**config.mk**
```make
export PLATFORM = sky130hd
export DESIGN_NAME = ctrl_sequencer
export DESIGN_NICKNAME = d
export VERILOG_FILES = /design/src/rtl/ctrl_pkg.sv /design/src/rtl/ctrl_decode.sv /design/src/rtl/ctrl_sequencer.sv
export SDC_FILE = /design/constraint.sdc
export NUM_CORES = 1
export LEC_CHECK = 0
export ABC_AREA = 0
export ABC_CLOCK_PERIOD_IN_PS = 3000
export CAP_MARGIN = 0
export CORE_ASPECT_RATIO = 0.9
export CORE_MARGIN = 2
export CORE_UTILIZATION = 32
export CTS_BUF_LIST = sky130_fd_sc_hd__clkbuf_8
export DETAILED_ROUTE_END_ITERATION = 6
export MAX_ROUTING_LAYER = met4
export PLACE_DENSITY = 0.71
export SLEW_MARGIN = 25
export SYNTH_ARGS = -nofsm -noshare
export SYNTH_HDL_FRONTEND = slang
export SYNTH_SLANG_ARGS = --single-unit
```
**constraint.sdc**
```tcl
create_clock -name CLK -period 3 [get_ports CLK]
set_clock_uncertainty 0.2 [all_clocks]
set_input_delay 0.75 -clock CLK [delete_from_list [all_inputs] [get_ports CLK]]
set_output_delay 0.75 -clock CLK [all_outputs]
set_load 0.02 [all_outputs]
```
**src/rtl/ctrl_pkg.sv**
```systemverilog
// ============================================================================
// Module   : ctrl_pkg
// Brief    : Opcodes, timesteps, ALU function codes and instruction field
//            positions for the 10-bit processor control sequencer.
// Revision : 1.0 - initial release
// ============================================================================
`default_nettype none

package ctrl_pkg;

  localparam int RX_LSB = 8;
  localparam int RY_LSB = 6;
  localparam int OP_LSB = 0;
  localparam int OP_W   = 4;

  typedef enum logic [3:0] {
    OP_LOAD = 4'd0,
    OP_COPY = 4'd1,
    OP_ADD  = 4'd2,
    OP_SUB  = 4'd3,
    OP_AND  = 4'd4,
    OP_OR   = 4'd5,
    OP_XOR  = 4'd6,
    OP_NOT  = 4'd7,
    OP_HALT = 4'd15
  } opcode_e;

  typedef enum logic [1:0] {T0 = 2'd0, T1 = 2'd1, T2 = 2'd2, T3 = 2'd3} step_e;

  localparam logic [2:0] FN_ADD   = 3'd0;
  localparam logic [2:0] FN_SUB   = 3'd1;
  localparam logic [2:0] FN_AND   = 3'd2;
  localparam logic [2:0] FN_OR    = 3'd3;
  localparam logic [2:0] FN_XOR   = 3'd4;
  localparam logic [2:0] FN_NOT   = 3'd5;
  localparam logic [2:0] FN_PASSB = 3'd6;

  typedef struct packed {
    logic       ext;
    logic       enr;
    logic [1:0] wra;
    logic [1:0] rda0;
    logic [1:0] rda1;
    logic [2:0] fn;
    logic       gout;
    logic       ir_en;
    logic       ain_en;
    logic       gin_en;
    logic       enw_en;
    logic       set_done;
    logic       set_illegal;
    logic       set_halt;
    step_e      next;
  } dec_t;

  function automatic logic is_alu(input logic [3:0] op);
    return (op >= OP_ADD) && (op <= OP_NOT);
  endfunction

  function automatic logic [2:0] alu_fn(input logic [3:0] op);
    case (op)
      OP_SUB:  return FN_SUB;
      OP_AND:  return FN_AND;
      OP_OR:   return FN_OR;
      OP_XOR:  return FN_XOR;
      OP_NOT:  return FN_NOT;
      default: return FN_ADD;
    endcase
  endfunction

endpackage

`default_nettype wire

```
**src/rtl/ctrl_decode.sv**
```systemverilog
// ============================================================================
// Module   : ctrl_decode
// Brief    : Combinational map from {step, opcode, Rx, Ry} to selectors,
//            strobe enables and next step. HALT decode needs CTRL_HALT_EN.
// Revision : 1.0 - initial release
// ============================================================================
`default_nettype none

module ctrl_decode
  import ctrl_pkg::*;
(
  input  step_e      step_i,
  input  logic [3:0] op_i,
  input  logic [1:0] rx_i,
  input  logic [1:0] ry_i,
  output dec_t       dec_o
);

  always_comb begin
    dec_o      = '0;
    dec_o.next = T0;
    case (step_i)
      T0: begin
        dec_o.ir_en = 1'b1;
        dec_o.next  = T1;
      end
      T1: begin
        case (op_i)
          OP_LOAD: begin
            dec_o.ext      = 1'b1;
            dec_o.wra      = rx_i;
            dec_o.enw_en   = 1'b1;
            dec_o.set_done = 1'b1;
          end
          OP_COPY: begin
            dec_o.enr      = 1'b1;
            dec_o.rda1     = ry_i;
            dec_o.fn       = FN_PASSB;
            dec_o.wra      = rx_i;
            dec_o.enw_en   = 1'b1;
            dec_o.set_done = 1'b1;
          end
          OP_ADD, OP_SUB, OP_AND, OP_OR, OP_XOR, OP_NOT: begin
            dec_o.enr    = 1'b1;
            dec_o.rda0   = rx_i;
            dec_o.ain_en = 1'b1;
            dec_o.next   = T2;
          end
`ifdef CTRL_HALT_EN
          OP_HALT: begin
            dec_o.set_halt = 1'b1;
            dec_o.set_done = 1'b1;
          end
`endif
          default: dec_o.set_illegal = 1'b1;
        endcase
      end
      // T2/T3 are only reachable by ALU ops unless INSTR changes underneath
      T2: begin
        if (is_alu(op_i)) begin
          dec_o.enr    = 1'b1;
          dec_o.rda1   = ry_i;
          dec_o.fn     = alu_fn(op_i);
          dec_o.gin_en = 1'b1;
          dec_o.next   = T3;
        end
      end
      T3: begin
        if (is_alu(op_i)) begin
          dec_o.gout     = 1'b1;
          dec_o.wra      = rx_i;
          dec_o.enw_en   = 1'b1;
          dec_o.set_done = 1'b1;
        end
      end
      default: dec_o.next = T0;
    endcase
  end

endmodule

`default_nettype wire

```
**src/rtl/ctrl_sequencer.sv**
```systemverilog
// ============================================================================
// Module   : ctrl_sequencer
// Brief    : Timestep sequencer for the 10-bit processor; holds step, DONE,
//            ILLEGAL and halt flops and gates strobes with STEP.
//            Optional HALT opcode enabled by defining CTRL_HALT_EN.
// Revision : 1.0 - initial release
// ============================================================================
`default_nettype none

module ctrl_sequencer
  import ctrl_pkg::*;
#(
  parameter int INSTR_W = 10,
  parameter int REG_AW  = 2,
  parameter int FN_W    = 3
) (
  input  logic               CLK,
  input  logic               CLRb,
  input  logic               STEP,
  input  logic [INSTR_W-1:0] INSTR,
  output logic               IRin,
  output logic               EXT,
  output logic               ENW,
  output logic [REG_AW-1:0]  WRA,
  output logic               ENR,
  output logic [REG_AW-1:0]  RDA0,
  output logic [REG_AW-1:0]  RDA1,
  output logic [FN_W-1:0]    FN,
  output logic               Ain,
  output logic               Gin,
  output logic               Gout,
  output logic [1:0]         TIME,
  output logic               DONE,
  output logic               ILLEGAL
);

  step_e step_q, step_d;
  logic  done_q, done_d;
  logic  illegal_q, illegal_d;
  logic  halt_q, halt_d;
  dec_t  w_dec;
  logic  w_adv;
  logic  w_unused_rsvd;

  assign w_unused_rsvd = ^INSTR[5:4];

  ctrl_decode u_decode (
    .step_i (step_q),
    .op_i   (INSTR[OP_LSB +: OP_W]),
    .rx_i   (INSTR[RX_LSB +: 2]),
    .ry_i   (INSTR[RY_LSB +: 2]),
    .dec_o  (w_dec)
  );

  assign w_adv = STEP & ~halt_q;

  // CLRb in the gate keeps strobes quiet while reset is held with STEP high
  assign IRin = w_dec.ir_en  & w_adv & CLRb;
  assign Ain  = w_dec.ain_en & w_adv & CLRb;
  assign Gin  = w_dec.gin_en & w_adv & CLRb;
  assign ENW  = w_dec.enw_en & w_adv & CLRb;

  assign EXT  = w_dec.ext;
  assign ENR  = w_dec.enr;
  assign WRA  = w_dec.wra;
  assign RDA0 = w_dec.rda0;
  assign RDA1 = w_dec.rda1;
  assign FN   = w_dec.fn;
  assign Gout = w_dec.gout;

  assign TIME    = step_q;
  assign DONE    = done_q;
  assign ILLEGAL = illegal_q;

  always_comb begin
    step_d    = step_q;
    done_d    = done_q;
    illegal_d = illegal_q;
    halt_d    = halt_q;
    if (w_adv) begin
      step_d = w_dec.next;
      if (w_dec.ir_en) begin
        done_d    = 1'b0;
        illegal_d = 1'b0;
      end
      if (w_dec.set_done)    done_d    = 1'b1;
      if (w_dec.set_illegal) illegal_d = 1'b1;
      if (w_dec.set_halt)    halt_d    = 1'b1;
    end
  end

  always_ff @(posedge CLK or negedge CLRb) begin
    if (!CLRb) begin
      step_q    <= T0;
      done_q    <= 1'b0;
      illegal_q <= 1'b0;
      halt_q    <= 1'b0;
    end else begin
      step_q    <= step_d;
      done_q    <= done_d;
      illegal_q <= illegal_d;
      halt_q    <= halt_d;
    end
  end

endmodule

`default_nettype wire

```
==> impl_metrics.py, run 1 <==
metrics = {
    "finish": {
        "drive_gt1_frac": 0.340,
        "fillerInstances": 165,
        "area_delta_synth_final_pct": 71.5,
        "final_nets": 123,
        "diodes": 0,
        "utilization": 0.573,
    },
    "timing": {
        "setup_viol": 0,
        "fin_ws_ps": 50.2,
        "slew_violations": 0,
        "holdWs_ps": 303,
        "finalHoldViolCount": 0,
        "rsz0062_at_grt": "yes",
        "max_freq_mhz": 339,
        "worst_pin_slew_ps": 215,
        "min_period_ps": 2950,
        "finalCritPeriodShare": 0.983,
        "relSlewSlack": 0.856,
    },
    "global_route": {
        "grt_max_degree": 8,
        "antenna_found_initial": 0,
        "track_usage": 0.159,
        "overflow": 0,
        "grt_pass1_vias": 506,
        "grt_pass1_wl_um": 2210,
    },
    "min_path": {
        "worstHoldPathType": "flip-flop to flip-flop",
        "min-delay-start": "ILLEGAL",
    },
    "cts": {
        "h-tree-depth": 1,
        "clkTransAtPathRegs_ps": 30,
        "cts_max_path_buffers": 2,
        "ctsHoldBuffers": 0,
        "cts_buffers": 3,
        "clock-root-buffer": "clkbuf_8",
        "worstSkewPairLatency_ps": 210,
        "cts_tree": "yes",
        "numClockSinks": 4,
        "cts_setup_buffers": 0,
    },
    "power": {
        "power_mw": 0.575,
        "p_switching_mw": 0.225,
        "switching_share": 0.392,
        "cell_internal_pwr_mw": 0.349,
        "leakage_nw": 0.496,
        "ir_worst_vdd_v": 0.000454,
        "p_seq_frac": 0.149,
        "pwr-share-comb": 0.661,
        "clockPowerShare": 0.190,
        "power_density_nw_per_um2": 616,
    },
    "flow_run": {
        "drv_cap": 0,
    },
    "routing": {
        "dr.pass1.iters": 5,
        "routed_wirelength_um": 1370,
        "drtIter0Drc": 5,
        "viasPerCell": 4.51,
        "antenna_left": 0,
        "wl_per_cell_um": 10.8,
        "vias": 573,
        "drc": 0,
    },
    "synthesis": {
        "synth_cell_type_count": 28,
        "ys.flop_type": "dfrtp_1",
        "ys_ff_latch": 4,
        "yosys.area.top_type": "dfrtp_1",
        "syn_inst": 66,
        "post_synth.cell_area_avg_um2": 8.25,
        "syn_area_um2": 544,
        "ys_seq_area_frac": 0.184,
        "synth_common_cells": "buf_4 (9), nor2_1 (8), and3_1 (5), ha_1 (5), inv_1 (5)",
        "ys_warn_count": 0,
        "syn_nets": 84,
        "yosysMostFrequentCell": "buf_4",
        "async_flop_share": 1.00,
        "yosysTopAreaCellShare": 0.184,
        "synth-edff-count": 0,
        "synth.area.top_cells": "dfrtp_1 (18%), buf_4 (12%), ha_1 (11%), and3_1 (5.7%), nor2_1 (5.5%)",
    },
    "run_status": {
        "status": "complete, no violations",
    },
    "place": {
        "dpl.hpwl_um": 1160,
        "pre_cts_ws_ps": -632,
        "routabilityCongestion": 0.880,
        "place.port_buffers": 30,
    },
    "critical_path": {
        "crit_fanout": 4,
        "rrSetupSlack_ps": 1230,
        "start_kind": "input port",
        "end_kind": "output port",
        "worst_ep_arrival_time_ps": 2000,
        "r2r-start": "TIME[0]",
        "worstPathRequired_ps": 2050,
        "worstSetupStartpoint": "INSTR[3]",
        "path_class": "input port to output port",
    },
    "floorplan": {
        "core_um2": 1630,
        "io_pins": 33,
        "placement_rows": 14,
        "start_util": 0.334,
        "dieArea_um2": 2050,
        "fp.dieH_um": 43.1,
        "die_x_um": 47.5,
    },
}
kinds of logic after synthesis:
group,Yosys count,synth area share
DFF,4,0.184
buffers and inverters,15,0.166
adders and majority gates,5,0.115
AOI/OAI and AO/OA,12,0.177
and+or+nand+nor,29,0.340
muxes,1,0.0184
path summary, 6_finish.rpt:
kind	endpoint	cells past startpoint
min in group asynchronous	DONE	2
max in group asynchronous	TIME[1]	2
max	RDA1[0]	5
min	ILLEGAL	1
min reg2reg	ILLEGAL	1
max reg2reg	TIME[1]	7
per-stage QoR:
| stage | cells | setup TNS (ps) | instance area, µm² |
|---|---|---|---|
| 3_3_place_gp | 124 | -7470 | 908 |
| 6_report | 127 | 0 | 933 |
| 2_1_floorplan | 66 | 0 | 544 |
| 5_1_grt | 127 | -1.84 | 933 |
| 4_1_cts | 127 | 0 | 932 |
| 3_5_place_dp | 124 | -7710 | 908 |
worst max-delay path: stages:
cell and delay [ps]:
dlygate4sd2_1 240, or4b_4 590, nor2_4 140, o211a_1 160, buf_6 110
layer usage:
layer  share of wire  track usage
met5               0            -
met4               0       0.0833
met3           0.053       0.0468
met2            0.48        0.216
met1            0.46        0.208
cell type report:
cell class / instances / area, µm² / share of cell area
repair buffers: 44 / 380 / 0.408
flip-flops and latches: 4 / 100 / 0.107
clock buffers: 3 / 41.3 / 0.0442
well taps: 24 / 30.0 / 0.0322
inverters: 5 / 18.8 / 0.0201
multi-input cells: 47 / 363 / 0.389
power by group through the flow:
stage,clock [mW],combinational [mW],sequential [mW]
after detailed placement,0,0.391,0.0861
after global placement,0,0.386,0.0857
final,0.109,0.380,0.0854
after global routing,0.117,0.414,0.0880
after floorplan,0,0.182,0.122
after CTS,0.113,0.383,0.0857
cells in the final DEF, fill, tap and decap left out, drive strengths merged, types with 2 or more instances in the layout:
cell,count
buf,21
clkdlybuf4s50,11
nor2,9
dlygate4sd2,7
inv,5
and3,5
ha,5
clkdlybuf4s15,5
dfrtp,4
and2,4
clkbuf,3
nand2b,3
o211a,2
o21a,2
nor3b,2
nand2,2
o21ai,2
sequential cells by signal (all words and copies together), names as in the netlist:
signal	count
TIME	2
ILLEGAL	1
DONE	1
timing repair:
item / CTS / global route
pin swaps: 4 / 2
endpoints found under the setup margin: 16 / 5
resized for setup: 54 / 1
cloned: 0 / 0
Note: power is estimated with default switching activity, not from simulation.
==> run 2: changes to the inputs <==
--- a/config.mk
+++ b/config.mk
@@ -9,13 +9,13 @@
 export ABC_CLOCK_PERIOD_IN_PS = 3000
 export CAP_MARGIN = 0
 export CORE_ASPECT_RATIO = 0.9
-export CORE_MARGIN = 2
 export CORE_UTILIZATION = 32
 export CTS_BUF_LIST = sky130_fd_sc_hd__clkbuf_8
 export DETAILED_ROUTE_END_ITERATION = 6
 export MAX_ROUTING_LAYER = met4
-export PLACE_DENSITY = 0.71
+export PLACE_DENSITY = 0.72
 export SLEW_MARGIN = 25
 export SYNTH_ARGS = -nofsm -noshare
 export SYNTH_HDL_FRONTEND = slang
+export SYNTH_HIERARCHICAL = 1
 export SYNTH_SLANG_ARGS = --single-unit
==> constraint.sdc (replaced) <==
create_clock -name CLK -period 3 [get_ports CLK]
set_clock_uncertainty 0.2 [all_clocks]
set_input_delay 0.75 -clock CLK [delete_from_list [all_inputs] [get_ports CLK]]
set_output_delay 0.75 -clock CLK [all_outputs]
set_load 0.05 [all_outputs]
==> run 2 against run 1 <==
  * Wire length grew 24%
  * Critical endpoint unchanged
  * Final cell count shrank 5.5%
  * Largest power group unchanged
  * Sequential share of layout area grew 0.33 points
  * Register-to-register slack gained 150 ps
  * Fmax grew 0.53%
  * Final area grew 21%
  * Critical path type unchanged
  * Sequential cell count grew 1
  * Die area shrank 12%
  * Setup slack gained 16 ps
==> impl_metrics.py, run 2 <==
metrics = {
    "run_status": {
        "status": "complete, no violations",
    },
    "global_route": {
        "grt_max_degree": 9,
        "grt_pass1_vias": 583,
        "overflow": 0,
        "antenna_found_initial": 0,
        "track_usage": 0.215,
        "grt_pass1_wl_um": 2660,
    },
    "finish": {
        "largest_reg_flops": 2,
        "fin_area_um2": 1130,
        "final_common_cell": "buf_12",
        "final_nets": 116,
        "multiInputGateArea_um2": 407,
        "fillerInstances": 111,
        "drive_gt1_frac": 0.480,
        "utilization": 0.757,
        "diodes": 0,
        "final_cell_mix": "buf_12 (16), clkdlybuf4s50_1 (11), buf_4 (8)",
        "regArea_um2": 125,
        "area_delta_synth_final_pct": 115,
    },
    "synthesis": {
        "synth-edff-count": 0,
        "synth_common_cells": "and3_2 (6), dfrtp_1 (5), ha_1 (4), nor2_1 (4)",
        "synth_simple_gate_area_share": 0.367,
        "yosys.area.top_type": "dfrtp_1",
        "synth_cell_type_count": 30,
        "ys_warn_count": 6,
        "yosysMostFrequentCell": "and3_2",
        "syn_inst": 59,
        "syn_area_um2": 526,
        "synth.area.top_cells": "dfrtp_1 (24%), ha_1 (9.5%), and3_2 (8.6%), mux2_4 (5.7%), and2_1 (3.6%)",
        "synth_xor_area_frac": 0,
        "ys_ff_latch": 5,
        "yosysTopAreaCellShare": 0.238,
        "synth_compound_area_frac": 0.171,
        "synth_fa_ha_area_frac": 0.0952,
        "synthMuxAreaShare": 0.0571,
        "syn_nets": 76,
        "ys.flop_type": "dfrtp_1",
        "post_synth.cell_area_avg_um2": 8.91,
        "ys_seq_area_frac": 0.238,
        "async_flop_share": 1.00,
        "synth_top_family_by_area": "simple AND/OR/NAND/NOR gates",
    },
    "critical_path": {
        "path_class": "input port to output port",
        "path_cells": "clkdlybuf4s50_1, nand3b_1, o21ai_2, and3_1, buf_12",
        "rrSetupSlack_ps": 1380,
        "worst_ep_arrival_time_ps": 1980,
        "r2r_end": "TIME[1]",
        "cp_top_family": "buffers and inverters",
        "max_stage_delay_ps": 550,
        "ff2ff_path_depth": 5,
        "setup.worst_path.end": "RDA1[0]",
        "cp.depth": 5,
        "r2r-start": "TIME[1]",
        "start_kind": "input port",
        "slowest_stage": "clkdlybuf4s50_1",
        "crit_fanout": 5,
        "worstPathRequired_ps": 2050,
        "worstPathBufferInverterCount": 2,
        "end_kind": "output port",
        "worstSetupStartpoint": "INSTR[0]",
    },
    "routing": {
        "dr.pass1.iters": 4,
        "routed_wirelength_um": 1700,
        "vias": 602,
        "viasPerCell": 5.02,
        "drtIter0Drc": 6,
        "wl_per_cell_um": 14.1,
        "drc": 0,
        "antenna_left": 0,
    },
    "cts": {
        "ctsHoldBuffers": 0,
        "cts_buffers": 3,
        "clkTransAtPathRegs_ps": 30,
        "worstSkewPairLatency_ps": 230,
        "h-tree-depth": 1,
        "cts_setup_buffers": 0,
        "numClockSinks": 5,
        "cts_tree": "yes",
        "cts_max_path_buffers": 2,
        "clock-root-buffer": "clkbuf_8",
    },
    "timing": {
        "relSlewSlack": 0.663,
        "finalHoldViolCount": 0,
        "max_freq_mhz": 341,
        "slew_violations": 0,
        "finalCritPeriodShare": 0.978,
        "fin_ws_ps": 65.8,
        "rsz0062_at_grt": "no",
        "setup_viol": 0,
        "tns_ps": 0,
        "worst_pin_slew_ps": 504,
        "min_period_ps": 2930,
    },
    "floorplan": {
        "placement_rows": 13,
        "core_um2": 1500,
        "io_pins": 33,
        "start_util": 0.351,
        "die_x_um": 44.7,
        "dieArea_um2": 1810,
        "fp.dieH_um": 40.4,
    },
    "flow_run": {
        "drv_cap": 0,
    },
    "place": {
        "dpl.hpwl_um": 1350,
        "place_area_um2": 1060,
        "place.port_buffers": 30,
        "routabilityCongestion": 0.743,
        "pre_cts_ws_ps": -52.1,
    },
    "power": {
        "leakage_nw": 0.504,
        "power_density_nw_per_um2": 473,
        "ir_worst_vdd_v": 0.000323,
    },
    "min_path": {
        "worstHoldPathType": "flip-flop to flip-flop",
        "min-delay-start": "ILLEGAL",
    },
}
-- run 2: how the worst min path moves through the flow --
| stage | depth (start not counted) | end |
|---|---|---|
| 6_report | 1 | ILLEGAL |
| 5_1_grt | 1 | ILLEGAL |
| 3_3_place_gp | 1 | DONE |
| 2_1_floorplan | 0 | DONE |
| 4_1_cts | 1 | ILLEGAL |
| 3_5_place_dp | 1 | ILLEGAL |
-- run 2: routing by layer --
layer	part of all wire	global-route usage	routed length (µm)
met5	0	-	0
met4	0.014	0.0909	23
met3	0.048	0.0405	81
met2	0.53	0.390	904
met1	0.40	0.234	686
-- run 2: kinds of logic (layout without fill, tap and decap cells) --
logic type,count (synthesis),after routing
DFF,5,5
AOI/OAI and AO/OA,12,12
other,1,1
buffers and inverters,5,44
muxes,2,2
and+or+nand+nor,30,30
adders and majority gates,4,4
-- run 2: layout make-up --
type                    count  area share
well taps                  22      0.0243
flip-flops and latches      5       0.110
inverters                   2     0.00663
repair buffers             38       0.460
clock buffers               3      0.0365
multi-input cells          49       0.359
clock inverters             1     0.00331
-- run 2: power by group --
group / total [mW] / switching [mW] / internal, mW
Sequential: 0.0937 / 0.0143 / 0.0794
Combinational: 0.319 / 0.181 / 0.138
Clock: 0.124 / 0.0357 / 0.0879
Total: 0.536 / 0.231 / 0.305
-- run 2: timing repair --
action                                  4_1_cts  5_1_grt
gates cloned                                  0        0
pin swaps                                     1        0
endpoints found under the setup margin        8        5
gates resized for setup                       5        3
-- run 2: through the flow --
step / power (mW) / hold WS (ps) / cells
2_1_floorplan: 0.272 / 254 / 59
3_3_place_gp: 0.394 / 288 / 116
5_1_grt: 0.561 / 327 / 120
4_1_cts: 0.535 / 301 / 120
6_report: 0.536 / 299 / 120
3_5_place_dp: 0.402 / 288 / 116
==> run 3: changes to the inputs <==
--- a/config.mk
+++ b/config.mk
@@ -13,7 +13,7 @@
 export CTS_BUF_LIST = sky130_fd_sc_hd__clkbuf_8
 export DETAILED_ROUTE_END_ITERATION = 6
 export MAX_ROUTING_LAYER = met4
-export PLACE_DENSITY = 0.72
+export PLACE_DENSITY_LB_ADDON = 0.2
 export SLEW_MARGIN = 25
 export SYNTH_ARGS = -nofsm -noshare
 export SYNTH_HDL_FRONTEND = slang
==> run 3 against run 2 <==
  * Sequential cell count is the same
  * Clock power is essentially flat
  * First-iteration DRC count grew 120%
  * Fmax shrank 0.71%
  * Clock-buffer cell count is the same
  * Largest power group unchanged
==> impl_metrics.py, run 3 (synthesis results as in run 2) <==
metrics = {
    "run_status": {
        "status": "complete, no violations",
    },
    "finish": {
        "fin_area_um2": 1160,
        "multiInputGateArea_um2": 412,
        "regArea_um2": 125,
        "final_common_cell": "buf_12",
        "area_delta_synth_final_pct": 120,
        "drive_gt1_frac": 0.510,
        "final_cell_mix": "buf_12 (16), clkdlybuf4s50_1 (12), buf_4 (10)",
        "fillerInstances": 113,
        "final_nets": 118,
        "largest_reg_flops": 2,
        "diodes": 0,
    },
    "timing": {
        "rsz0062_at_grt": "no",
        "worst_pin_slew_ps": 503,
        "fin_ws_ps": 44.8,
        "slew_violations": 0,
        "max_freq_mhz": 338,
        "min_period_ps": 2960,
        "finalHoldViolCount": 0,
        "tns_ps": 0,
        "setup_viol": 0,
        "relSlewSlack": 0.664,
        "finalCritPeriodShare": 0.985,
    },
    "place": {
        "routabilityCongestion": 0.796,
        "place.port_buffers": 30,
        "place_area_um2": 1060,
        "pre_cts_ws_ps": -19.4,
        "dpl.hpwl_um": 1190,
    },
    "floorplan": {
        "start_util": 0.351,
        "core_um2": 1500,
        "die_x_um": 44.7,
        "dieArea_um2": 1810,
        "fp.dieH_um": 40.4,
        "placement_rows": 13,
        "io_pins": 33,
    },
    "critical_path": {
        "end_kind": "output port",
        "crit_fanout": 4,
        "worstPathRequired_ps": 2050,
        "slowest_stage": "clkdlybuf4s50_1",
        "max_stage_delay_ps": 470,
        "start_kind": "input port",
        "worst_ep_arrival_time_ps": 2010,
        "cp_top_family": "buffers and inverters",
        "path_class": "input port to output port",
        "path_cells": "clkdlybuf4s50_1, o21ba_4, and2_4, and3_1, buf_12",
        "worstPathBufferInverterCount": 2,
    },
    "power": {
        "power_density_nw_per_um2": 467,
        "ir_worst_vdd_v": 0.000385,
        "leakage_nw": 0.525,
    },
    "routing": {
        "drc": 0,
        "dr.pass1.iters": 4,
        "viasPerCell": 4.90,
        "vias": 598,
        "antenna_left": 0,
        "drtIter0Drc": 13,
        "routed_wirelength_um": 1580,
        "wl_per_cell_um": 12.9,
    },
    "flow_run": {
        "drv_cap": 0,
    },
    "cts": {
        "h-tree-depth": 1,
        "ctsHoldBuffers": 0,
        "cts_tree": "yes",
        "clkTransAtPathRegs_ps": 40,
        "cts_max_path_buffers": 2,
        "cts_buffers": 3,
        "worstSkewPairLatency_ps": 230,
        "clock-root-buffer": "clkbuf_8",
        "numClockSinks": 5,
    },
    "min_path": {
        "worstHoldPathType": "flip-flop to flip-flop",
    },
    "global_route": {
        "grt_pass1_wl_um": 2400,
        "grt_pass1_vias": 539,
        "antenna_found_initial": 0,
        "grt_max_degree": 9,
        "track_usage": 0.200,
        "overflow": 0,
    },
}
==> run 3: layout make-up <==
cell class                 count  area share
tap                           22      0.0238
multi-input combinational     49       0.356
sequential                     5       0.108
clock buffer                   3      0.0357
timing repair buffer          40       0.467
inverter                       2     0.00649
clock inverter                 1     0.00324
==> run 3: worst paths after layout <==
check | depth (start not counted) | end | start | slack, ps
max | 5 | FN[0] | INSTR[3] | 40
min | 1 | DONE | DONE | 290
max reg2reg | 7 | DONE | TIME[1] | 1210
min reg2reg | 1 | DONE | DONE | 290
max in group asynchronous | 2 | halt_q | CLRb | 1710
min in group asynchronous | 1 | TIME[1] | CLRb | 560
==> run 3: per-layer routing <==
layer	up-vias	track usage	part of all wire
li1	288	-	-
met1	290	0.239	0.45
met2	16	0.301	0.49
met3	4	0.0586	0.046
met4	0	0.114	0.018
met5	-	-	0
==> run 3: power by group <==
group	total [mW]	leakage (nW)	switching [mW]	internal (mW)
clock network	0.124	0.0269	0.0362	0.0879
logic	0.324	0.437	0.181	0.143
registers	0.0925	0.0612	0.0130	0.0794
==> run 3: metrics by stage <==
step                       util  cells  hold WS [ps]  power, mW
after floorplan               -     59           254      0.272
after global placement    0.712    117           287      0.394
after detailed placement  0.712    117           289      0.399
after CTS                 0.757    122           295      0.533
after global routing      0.773    122           321      0.569
final                     0.773    122           292      0.541
==> run 3: timing repair <==
| action | 4_1_cts | 5_1_grt |
|---|---|---|
| gates resized for setup | 2 | 7 |
| gates cloned | 0 | 0 |
| buffers inserted | 1 | 0 |
| setup endpoints to repair | 1 | 9 |
| pin swaps | 1 | 0 |
| endpoints found under the hold margin | 0 | 0 |
==> run 3: worst reg2reg max path: stages, from the launching register on <==
cell       delay, ps
dfrtp_1          410
inv_1             90
ha_1             290
nand2b_2         150
o2bb2ai_4         70
buf_4            130
buf_4            120
a22o_2           220
